File: config.mk
export PLATFORM = sky130hd
export DESIGN_NAME = pc_gen
export DESIGN_NICKNAME = d
export VERILOG_FILES = /design/src/rtl/pc_gen.sv
export SDC_FILE = /design/constraint.sdc
export NUM_CORES = 1
export LEC_CHECK = 0
export ABC_AREA = 1
export BUFFER_PORTS_ARGS = -buffer_cell sky130_fd_sc_hd__buf_2
export CAP_MARGIN = 20
export CORE_AREA = 2 2 156 188
export CTS_BUF_LIST = sky130_fd_sc_hd__clkbuf_4 sky130_fd_sc_hd__clkbuf_8 sky130_fd_sc_hd__clkbuf_16
export CTS_CLUSTER_DIAMETER = 100
export DETAILED_ROUTE_END_ITERATION = 8
export DIE_AREA = 0 0 158 190
export HOLD_SLACK_MARGIN = 0.05
export PLACE_DENSITY = 0.52
export SYNTH_ARGS = -nofsm -noshare
export SYNTH_HDL_FRONTEND = slang
export SYNTH_SLANG_ARGS = --single-unit
export TNS_END_PERCENT = 30
File: constraint.sdc
create_clock -name clk -period 7.95 [get_ports clk]
set_clock_uncertainty 0.1 [all_clocks]
set_input_delay 0 -clock clk [delete_from_list [all_inputs] [get_ports clk]]
set_output_delay 0 -clock clk [all_outputs]
set_load 0.05 [all_outputs]
File: src/rtl/pc_gen.sv
// Fetch program-counter generator: picks the next PC from exception, redirect, held redirect,
// call target, return-address-stack prediction or sequential increment.
module pc_gen #(
  parameter int unsigned     WORD      = 32,
  parameter int unsigned     INC       = 4,
  parameter logic [WORD-1:0] RESET_VEC = '0,
  parameter logic [WORD-1:0] EXC_VEC   = WORD'(32'h8000_0180),
  parameter int unsigned     RAS_DEPTH = 4
) (
  input  logic            clk,
  input  logic            reset,
  input  logic            PCWrite,
  input  logic            exc_valid,
  input  logic            redirect_valid,
  input  logic [WORD-1:0] redirect_target,
  input  logic            call_valid,
  input  logic [WORD-1:0] call_target,
  input  logic            ret_valid,
  output logic [WORD-1:0] curr,
  output logic [WORD-1:0] curr_plus,
  output logic            pend_valid,
  output logic            ras_empty
);

  localparam int unsigned     PW    = $clog2(RAS_DEPTH);
  localparam int unsigned     CW    = $clog2(RAS_DEPTH + 1);
  localparam logic [WORD-1:0] INC_W = WORD'(INC);

  logic [WORD-1:0] curr_q, curr_d;
  logic            pend_valid_q, pend_valid_d;
  logic [WORD-1:0] pend_target_q, pend_target_d;
  logic [CW-1:0]   cnt_q, cnt_d;
  logic [PW-1:0]   top_q, top_d;
  logic            ras_empty_q;
  logic            push;
  logic [WORD-1:0] ras_q [RAS_DEPTH];
  logic [PW-1:0]   top_idx;

  assign curr_plus = curr_q + INC_W;
  // top_q is the next free slot; the most recent entry sits one below it
  assign top_idx   = top_q - PW'(1);

  // Next-PC selection in strict priority order
  always_comb begin
    curr_d        = curr_q;
    pend_valid_d  = pend_valid_q;
    pend_target_d = pend_target_q;
    cnt_d         = cnt_q;
    top_d         = top_q;
    push          = 1'b0;
    if (exc_valid) begin
      curr_d       = EXC_VEC;
      pend_valid_d = 1'b0;
      cnt_d        = '0;
    end else if (redirect_valid && PCWrite) begin
      curr_d       = redirect_target;
      pend_valid_d = 1'b0;
    end else if (redirect_valid) begin
      pend_valid_d  = 1'b1;
      pend_target_d = redirect_target;
    end else if (!PCWrite) begin
      curr_d = curr_q;
    end else if (pend_valid_q) begin
      curr_d       = pend_target_q;
      pend_valid_d = 1'b0;
    end else if (call_valid) begin
      curr_d = call_target;
      push   = 1'b1;
      top_d  = top_q + PW'(1);
      cnt_d  = (cnt_q == CW'(RAS_DEPTH)) ? cnt_q : cnt_q + CW'(1);
    end else if (ret_valid && (cnt_q != '0)) begin
      curr_d = ras_q[top_idx];
      top_d  = top_idx;
      cnt_d  = cnt_q - CW'(1);
    end else begin
      curr_d = curr_plus;
    end
  end

  always_ff @(posedge clk) begin
    if (reset) begin
      curr_q        <= RESET_VEC;
      pend_valid_q  <= 1'b0;
      pend_target_q <= '0;
      cnt_q         <= '0;
      top_q         <= '0;
      ras_empty_q   <= 1'b1;
    end else begin
      curr_q        <= curr_d;
      pend_valid_q  <= pend_valid_d;
      pend_target_q <= pend_target_d;
      cnt_q         <= cnt_d;
      top_q         <= top_d;
      ras_empty_q   <= (cnt_d == '0);
    end
  end

  // Stack storage needs no reset: an empty count makes stale entries unreachable
  always_ff @(posedge clk) begin
    if (push) begin
      ras_q[top_q] <= curr_plus;
    end
  end

  assign curr       = curr_q;
  assign pend_valid = pend_valid_q;
  assign ras_empty  = ras_empty_q;

endmodule

==> flow_metrics.env, run 1 <==
export IMPL_finalMaxSlewViolations=0
export IMPL_fin_crit_sh=0.398
export IMPL_htreeDepth=4
export IMPL_synthTopCellsByArea="edfxtp_1 (41%), dfxtp_1 (15%), nand2_1 (11%)"
export IMPL_drt_wl_total_um=30400
export IMPL_synth_seq_cells=199
export IMPL_synth_fp_nets=1204
export IMPL_start_kind="input port"
export IMPL_cts_buffer_depth=2
export IMPL_relSlewSlack=0.283
export IMPL_worst_setup_path_end_kind="register"
export IMPL_drive_above_1_share=0.153
export IMPL_grt_pass1_vias=8009
export IMPL_hold_path_class="in -> reg"
export IMPL_fmax_mhz=316
export IMPL_netlist_instances=1125
export IMPL_yosys_warnings=0
export IMPL_swShare=0.278
export IMPL_total_power_mw=2.28
export IMPL_p_int_mw=1.65
export IMPL_yosysTopAreaCell="edfxtp_1"
export IMPL_drt_iter0_markers=566
export IMPL_leakagePower_nw=4.61
export IMPL_drt_pass1_iter_count=5
export IMPL_cp_max_fo=41
export IMPL_dieHeight_um=190
export IMPL_p_comb_frac=0.128
export IMPL_layout_min_cycle_time_ps=3160
export IMPL_fp_coreArea_um2=28400
export IMPL_grt_pass1_wl_um=46600
export IMPL_ys_types=33
export IMPL_cp_startpoint="redirect_valid"
export IMPL_stdcell_count=1703
export IMPL_dp_cells=1595
export IMPL_syn_area_per_cell_um2=8.41
export IMPL_worst_r2r_startpoint="top_q[1]"
export IMPL_power_frac_clock=0.374
export IMPL_fp_dieW_um=158
export IMPL_drv_cap=0
export IMPL_hp_start="ret_valid"
export IMPL_drcViolationCount=0
export IMPL_wire_per_inst_um=17.8
export IMPL_io_buffers=136
export IMPL_critPathKind="in -> reg"
export IMPL_area_growth_syn_to_layout_pct=24.5
export IMPL_cts_buffers=17
export IMPL_grt_usage=0.208
export IMPL_rsz0062_at_grt="no"
export IMPL_vdd_ir_drop_max_mv=0.148
export IMPL_dp_final_hpwl_um=21200
export IMPL_place_congestion=0.877
export IMPL_overflow=0
export IMPL_yosysSeqAreaShare=0.556
export IMPL_num_rows=68
export IMPL_setup_tns_ps=0
export IMPL_setup_violations=0
export IMPL_synth_top_cell_area_share=0.406
export IMPL_diodes=0
export IMPL_clk_pin_slew_ps=80
export IMPL_ios=137
export IMPL_power_density_nw_per_um2=194
export IMPL_p_switching_mw=0.635
export IMPL_insertion_delay_ps=440
export IMPL_cts_tree="yes"
export IMPL_p_seq_frac=0.497
export IMPL_hold_ws_ps=66.5
export IMPL_initial_core_util=0.333
export IMPL_finalHoldViolCount=0
export IMPL_crit_required_ps=8180
export IMPL_antenna_found_initial=0
export IMPL_final_cell_area_um2=11800
export IMPL_grt_max_degree=69
export IMPL_crit_arrival_ps=3390
export IMPL_run_status="finished clean"
export IMPL_num_vias=8348
export IMPL_postRouteAntennaNets=0
export IMPL_dpl_cell_area_um2=10500
export IMPL_worstMarginPinSlew_ps=1070
export IMPL_via_per_inst=4.90
export IMPL_cts_root_buf="clkbuf_16"
export IMPL_nets=1384
export IMPL_die_area_um2=30000
export IMPL_cts_sinks=199
export IMPL_syn_area_um2=9470
cell usage after synthesis:
library cell and instances:
a221oi_1 1, nor2_4 2, o21ai_1 9, a2111oi_0 1, xor2_2 3, nor2_1 131
nand3b_1 2, dfxtp_1 71, inv_1 78, o211ai_1 1, nand4_1 2, nand3_1 40
nor3_1 3, ha_1 8, buf_6 1, buf_1 2, and2_1 2, a21oi_1 125
xor2_1 4, o21ai_0 138, o22ai_1 10, clkinv_1 1, xnor2_1 8, a21oi_2 1
buf_2 18, buf_4 5, nor2_2 10, nand2_1 281, clkbuf_1 33, nand2_2 4
edfxtp_1 128, inv_2 1, or2_2 1
registers in the layout, summed over array words and instances, names as in the netlist, named ones only:
| signal | flops |
|---|---|
| cnt_q | 3 |
| curr | 30 |
| pend_target_q | 32 |
| pend_valid | 1 |
| ras_empty | 1 |
| ras_q | 128 |
| top_q | 2 |
area by class of cell:
cell class	count	area, um2
repair buffers	220	1500
flip-flops and latches	199	5270
clock inverters	15	145
fillers	2944	16600
inverters	80	300
clock buffers	17	425
well taps	385	482
multi-input cells	787	3660
cells in the final DEF (no fill, tap or decap), types with 40 or more instances in the layout:
cell type      instances
inv_1                 77
dfxtp_1               70
a21oi_1              125
nor2_1               127
dlygate4sd3_1         76
nand3_1               40
nand2_1              281
edfxtp_1             128
o21ai_0              138
buf_2                136
worst max-delay path: stages:
cell and delay, ps:
dlygate4sd3_1 520, buf_2 300, inv_1 360, nor2_1 750
inv_1 360, buf_4 350, nand2_1 110, a21oi_1 60
dlygate4sd3_1 560
layer usage:
layer	track usage	vias up	wire [um]
li1	-	4121	-
met1	0.280	3943	13500
met2	0.339	246	14700
met3	0.0360	38	1430
met4	0.0693	0	733
met5	0	-	0
power groups by stage:
| stage | Sequential, mW | Clock [mW] | Combinational, mW |
|---|---|---|---|
| floorplan | 1.18 | 0 | 0.151 |
| global placement | 1.16 | 0 | 0.265 |
| detailed placement | 1.16 | 0 | 0.265 |
| CTS | 1.14 | 0.871 | 0.294 |
| global route | 1.14 | 0.913 | 0.321 |
| finish | 1.14 | 0.854 | 0.293 |
cells by family (layout without fill, tap and decap cells):
family / Yosys count / after routing / synth area share
flip-flops: 199 / 199 / 0.556
AND/OR/NAND/NOR: 478 / 478 / 0.203
XOR/XNOR: 15 / 15 / 0.0163
adder cells (fa/ha/maj): 8 / 8 / 0.0106
buffers and inverters: 139 / 332 / 0.0603
AO/OA/AOI/OAI: 286 / 286 / 0.154
timing repair:
action,4_1_cts,5_1_grt
hold endpoints to repair,68,0
gates resized for setup,0,0
hold buffers,76,0
setup buffers,0,0
per-stage QoR:
step / util / worst slack, ps
4_1_cts: 0.415 / 4830
2_1_floorplan: - / 4840
3_3_place_gp: 0.368 / 5170
6_report: 0.415 / 4790
3_5_place_dp: 0.368 / 5150
5_1_grt: 0.415 / 4540
path summary, 6_finish.rpt:
check / endpoint / slack (ps) / cells past startpoint
worst max-delay path: pend_target_q[15] / 4790 / 9
worst min-delay path: cnt_q[1] / 70 / 6
worst max register to register: curr[31] / 4890 / 12
worst min register to register: pend_target_q[28] / 350 / 2
(Power assumes the default switching activity.)
==> run 2: changes to the inputs <==
- ABC_AREA: 1 -> 0
- CORE_AREA: 2 2 156 188 -> 2 2 154 186
- DIE_AREA: 0 0 158 190 -> 0 0 156 188
- PLACE_DENSITY: 0.52 -> 0.54
- clock period: 7.95 -> 2.8 ns (I/O delays scaled with it)
==> run 2 against run 1 <==
Non-clock buffer count rose by 45. Core utilization rose by 2.5 points. Cell area rose by 3.0%. Register-to-register slack got worse by 4800 ps. Highest routed layer unchanged. Via count fell by 9.2%. Sequential power rose to 2.8 times the previous value. Global-route usage rose by 0.71 points. First-iteration DRC count rose by 38%. Combinational power rose to 2.9 times the previous value. Power rose to 2.9 times the previous value.
==> flow_metrics.env, run 2 <==
export IMPL_synthTopCellsByArea="edfxtp_1 (42%), dfxtp_1 (15%), mux4_2 (7.8%)"
export IMPL_total_power_mw=6.62
export IMPL_final_cell_area_um2=12100
export IMPL_power_density_nw_per_um2=546
export IMPL_syn_area_um2=9230
export IMPL_fin_crit_sh=0.989
export IMPL_insertion_delay_ps=450
export IMPL_cts_buffers=17
export IMPL_fmax_mhz=361
export IMPL_via_per_inst=5.49
export IMPL_synth_fp_nets=880
export IMPL_nets=1104
export IMPL_syn_area_per_cell_um2=11.5
export IMPL_start_kind="register"
export IMPL_layout_min_cycle_time_ps=2770
export IMPL_crit_top_cell="buf_4"
export IMPL_fp_coreArea_um2=27600
export IMPL_initial_core_util=0.335
export IMPL_cts_sinks=199
export IMPL_synth_seq_cells=199
export IMPL_drcViolationCount=0
export IMPL_grt_pass1_vias=7510
export IMPL_hold_path_class="in -> reg"
export IMPL_leakagePower_nw=4.44
export IMPL_cp_max_fo=9
export IMPL_netlist_instances=801
export IMPL_yosysSeqAreaShare=0.570
export IMPL_critPathBufInv=3
export IMPL_setup_violations=0
export IMPL_critPathMaxStageDelay_ps=430
export IMPL_drt_pass1_iter_count=6
export IMPL_vdd_ir_drop_max_mv=0.332
export IMPL_synth_edf_count=128
export IMPL_postRouteAntennaNets=0
export IMPL_cp_startpoint="curr[7]"
export IMPL_reg2reg_to="curr[24]"
export IMPL_io_buffers=136
export IMPL_drt_wl_total_um=31300
export IMPL_dp_final_hpwl_um=21500
export IMPL_ios=137
export IMPL_layout_commonest_cell="buf_2"
export IMPL_synth_top_cells_by_count="edfxtp_1 (128), nand2_1 (108), dfxtp_1 (71), a21oi_1 (57), clkbuf_1 (47)"
export IMPL_worst_setup_path_end_kind="output port"
export IMPL_synth_top_cell_area_share=0.416
export IMPL_finalHoldViolCount=0
export IMPL_yosys_warnings=0
export IMPL_finalMaxSlewViolations=0
export IMPL_ys_types=64
export IMPL_relSlewSlack=0.435
export IMPL_reg2reg_slack_ps=80
export IMPL_worst_r2r_startpoint="curr[3]"
export IMPL_dpl_worst_slack_ps=293
export IMPL_htreeDepth=4
export IMPL_rr_worst_depth=7
export IMPL_final_cell_mix="buf_2 (130), edfxtp_1 (128), nand2_1 (108)"
export IMPL_cts_tree="yes"
export IMPL_ys_flop_type="edfxtp_1"
export IMPL_drv_cap=0
export IMPL_drt_iter0_markers=779
export IMPL_cts_buffer_depth=2
export IMPL_yosysTopAreaCell="edfxtp_1"
export IMPL_cts_root_buf="clkbuf_16"
export IMPL_critPathKind="reg -> out"
export IMPL_wire_per_inst_um=22.6
export IMPL_hold_path_depth=4
export IMPL_critical_path_depth=7
export IMPL_regMostFlops="ras_q"
export IMPL_area_growth_syn_to_layout_pct=31.5
export IMPL_synthArstFlopShare=0
export IMPL_num_rows=67
export IMPL_fill_cells=2552
export IMPL_num_vias=7581
export IMPL_dpl_cell_area_um2=10700
export IMPL_diodes=0
export IMPL_drive_above_1_share=0.292
export IMPL_dieHeight_um=188
export IMPL_overflow=0
export IMPL_worstMarginPinSlew_ps=843
export IMPL_antenna_found_initial=0
export IMPL_fin_ws_ps=31.1
export IMPL_grt_max_degree=38
export IMPL_clk_pin_slew_ps=70
export IMPL_worstPathCellList="nand3_2 -> buf_4 -> nor4_2 -> buf_4 -> nand4_1 -> xnor2_2 -> buf_2"
export IMPL_crit_required_ps=2700
export IMPL_rsz0062_at_grt="yes"
export IMPL_fp_dieW_um=156
export IMPL_crit_arrival_ps=2670
export IMPL_die_area_um2=29300
export IMPL_place_congestion=0.858
export IMPL_grt_usage=0.215
export IMPL_run_status="finished clean"
export IMPL_synth_most_common_cell="edfxtp_1"
export IMPL_cp_top_family="buffers and inverters"
export IMPL_largest_reg_flops=128
export IMPL_grt_pass1_wl_um=46200
export IMPL_endpoint="curr_plus[29]"
export IMPL_cpMaxStageDelayCell="dfxtp_2"
export IMPL_setup_tns_ps=0
==> run 2: changes by cell type in the layout (fill, tap and decap cells not counted), sizes merged, moves of 15 or more <==
cell   previous run  this run
mux4              0        32
nor2            143        36
nor3              3        18
o21ai           147        24
nand3            40        15
inv              83        29
nand2           285       108
buf             144       190
a21oi           126        57
==> run 2: logic make-up after synthesis <==
| group | after synthesis | synth area share |
|---|---|---|
| and+or+nand+nor | 246 | 0.128 |
| AOI/OAI and AO/OA | 203 | 0.150 |
| DFF | 199 | 0.570 |
| adders and majority gates | 8 | 0.0108 |
| xor gates and xnor gates | 24 | 0.0228 |
| buffers and inverters | 86 | 0.0370 |
| muxes | 35 | 0.0815 |
==> run 2: layout make-up <==
type                       count  area [um2]  share of cell area
sequential                   199        5280               0.435
tap                          345         432              0.0356
inverter                      26        97.6             0.00804
clock inverter                14         171              0.0141
timing repair buffer         265        1920               0.158
clock buffer                  17         425              0.0351
multi-input combinational    516        3810               0.314
==> run 2: repair_timing <==
action / 4_1_cts / 5_1_grt
cloned: 0 / 0
pin swaps: 0 / 2
resized for setup: 7 / 11
hold endpoints to repair: 66 / 0
endpoints found under the setup margin: 10 / 12
buffers inserted: 0 / 3
hold buffers: 74 / 0
==> run 2: worst min-delay path by stage <==
stage	from	slack, ps	to
floorplan	redirect_target[2]	40	pend_target_q[2]
global placement	redirect_target[14]	150	pend_target_q[14]
detailed placement	redirect_target[17]	160	pend_target_q[17]
CTS	call_valid	70	curr[11]
global route	call_valid	120	curr[16]
finish	call_valid	90	curr[11]
==> run 2: metal layers <==
metal  track usage  vias to the layer above  wire [um]  share of wire
met5             0                        -          0              0
met4        0.0865                        0        960          0.031
met2         0.330                      324      14400           0.46
li1              -                     3495          -              -
met1         0.296                     3711      13600           0.44
met3        0.0471                       51       2300          0.073
==> run 2: metrics by stage <==
step	instances	utilization	hold slack, ps
floorplan	801	-	36.0
global placement	1273	0.387	154
detailed placement	1273	0.387	161
CTS	1378	0.437	65.2
global route	1382	0.440	122
finish	1382	0.440	89.8
==> run 2: worst reg2reg max path, cell delays in order (launching register included) <==
cell and delay, ps:
dfxtp_2 430, ha_1 250, nand4_2 140, or3_1 450, nor3_1 210, o21ai_0 140
a221oi_1 330, dlygate4sd3_1 620
==> run 2: where the power goes <==
part | total, mW | internal (mW) | switching, mW
combinational | 0.863 | 0.320 | 0.544
sequential | 3.22 | 3.17 | 0.0536
clock | 2.54 | 1.41 | 1.13
total | 6.62 | 4.90 | 1.73
==> run 3: changes to the inputs <==
- CORE_AREA: 2 2 154 186 -> 2 2 164 198
- DIE_AREA: 0 0 156 188 -> 0 0 166 200
- PLACE_DENSITY: 0.54 -> 0.48
==> run 3 against run 2 <==
Count of clock-buffer cells in the layout is the same. Combinational power grew 0.8%. First-iteration DRC count grew 11%. Cell count grew 4.1%. Largest power group unchanged.
==> flow_metrics.env, run 3 (same netlist as run 2, synthesis figures left out) <==
export IMPL_power_frac_clock=0.390
export IMPL_grt_pass1_wl_um=48500
export IMPL_place_congestion=0.859
export IMPL_num_vias=7626
export IMPL_hold_path_class="in -> reg"
export IMPL_layout_min_cycle_time_ps=2740
export IMPL_die_area_um2=33200
export IMPL_met3_usage=0.0353
export IMPL_p_switching_mw=1.80
export IMPL_stdcell_count=1438
export IMPL_layout_commonest_cell="buf_2"
export IMPL_initial_core_util=0.296
export IMPL_total_power_mw=6.70
export IMPL_worst_setup_path_end_kind="register"
export IMPL_drcViolationCount=0
export IMPL_regMostFlops="ras_q"
export IMPL_antenna_found_initial=0
export IMPL_p_comb_frac=0.130
export IMPL_grt_usage=0.199
export IMPL_use_met2=0.321
export IMPL_rsz0062_at_grt="no"
export IMPL_dp_cells=1333
export IMPL_num_rows=71
export IMPL_grt_max_degree=35
export IMPL_drt_wl_total_um=33300
export IMPL_p_seq_frac=0.480
export IMPL_use_met1=0.276
export IMPL_diodes=0
export IMPL_post_cts_buffers=0
export IMPL_crit_required_ps=3020
export IMPL_clk_pin_slew_ps=80
export IMPL_grt_pass1_vias=7291
export IMPL_crit_arrival_ps=2950
export IMPL_cts_root_buf="clkbuf_16"
export IMPL_cts_buffers=17
export IMPL_p_int_mw=4.91
export IMPL_dieHeight_um=200
export IMPL_insertion_delay_ps=450
export IMPL_setup_violations=0
export IMPL_largest_reg_flops=128
export IMPL_fin_crit_sh=0.977
export IMPL_wire_per_inst_um=23.2
export IMPL_nets=1103
export IMPL_leakagePower_nw=4.44
export IMPL_power_density_nw_per_um2=548
export IMPL_cts_tree="yes"
export IMPL_fp_coreArea_um2=31200
export IMPL_htreeDepth=4
export IMPL_worstMarginPinSlew_ps=777
export IMPL_via_per_inst=5.30
export IMPL_run_status="finished clean"
export IMPL_fp_dieW_um=166
export IMPL_drive_above_1_share=0.300
export IMPL_drt_iter0_markers=865
export IMPL_cp_max_fo=9
export IMPL_overflow=0
export IMPL_swShare=0.268
export IMPL_vdd_ir_drop_max_mv=0.428
export IMPL_cts_buffer_depth=2
export IMPL_relSlewSlack=0.478
export IMPL_fmax_mhz=365
export IMPL_area_growth_syn_to_layout_pct=32.4
export IMPL_drv_cap=0
export IMPL_io_buffers=136
export IMPL_cts_sinks=199
export IMPL_drt_pass1_iter_count=5
export IMPL_dp_final_hpwl_um=23400
export IMPL_ios=137
export IMPL_finalHoldViolCount=0
export IMPL_final_cell_mix="buf_2 (131), edfxtp_1 (128), nand2_1 (108)"
export IMPL_postRouteAntennaNets=0
export IMPL_busiest_layer="met2"
export IMPL_finalMaxSlewViolations=0
export IMPL_start_kind="register"
export IMPL_critPathKind="reg -> reg"
run 3: cell types whose count changed in the layout (fill, tap and decap cells not counted), sizes merged:
cell,previous run,this run
clkinvlp,1,2
dlygate4sd3,74,73
run 3: critical path: stages, from the launching register on:
cell and delay [ps]:
dfxtp_2 350, inv_1 80, ha_1 480, buf_4 280, mux4_2 370, and3_1 200, o22ai_1 110, dlygate4sd3_1 560
a21oi_1 70
run 3: area by class of cell:
type / count / area, um2
clock inverter: 15 / 189
multi-input combinational: 516 / 3850
tap: 401 / 502
timing repair buffer: 264 / 1880
fill: 3003 / 19000
inverter: 26 / 97.6
sequential: 199 / 5280
clock buffer: 17 / 425
run 3: power groups by stage:
stage	sequential (mW)	combinational, mW	clock [mW]
finish	3.22	0.870	2.61
global route	3.22	0.923	2.76
CTS	3.22	0.864	2.65
detailed placement	3.28	0.783	0
global placement	3.28	0.784	0
floorplan	3.35	0.403	0
run 3: timing repair:
action                                  in CTS  in global routing
endpoints found under the hold margin       66                  0
hold buffers                                73                  0
resized for setup                           11                 12
gates cloned                                 0                  0
pin swaps                                    0                  0
endpoints found under the setup margin       8                 10
run 3: metrics by stage:
stage               setup TNS, ps  area, um2  hold slack (ps)  setup WS, ps  utilization
CTS                         -43.2      12200             51.0         -42.0        0.390
global placement                0      10800              154           194        0.346
detailed placement              0      10800              162           220        0.346
floorplan                   -9360       9380             36.0         -73.1            -
global route                    0      12200             80.6          6.39        0.392
finish                          0      12200             68.8          63.9        0.392
run 3: layer usage:
| layer | routed length [um] | vias to the layer above |
|---|---|---|
| met3 | 1930 | 30 |
| met5 | 0 | - |
| met2 | 15500 | 284 |
| li1 | - | 3505 |
| met4 | 539 | 0 |
| met1 | 15300 | 3807 |
run 3: final timing paths:
check,slack [ps],to,from,depth (start not counted)
worst min register to register,360,pend_target_q[5],pend_target_q[5],2
worst min-delay path,70,curr[17],call_target[17],5
worst max register to register,60,curr[2],top_q[0],8
worst max-delay path,60,curr[2],top_q[0],8
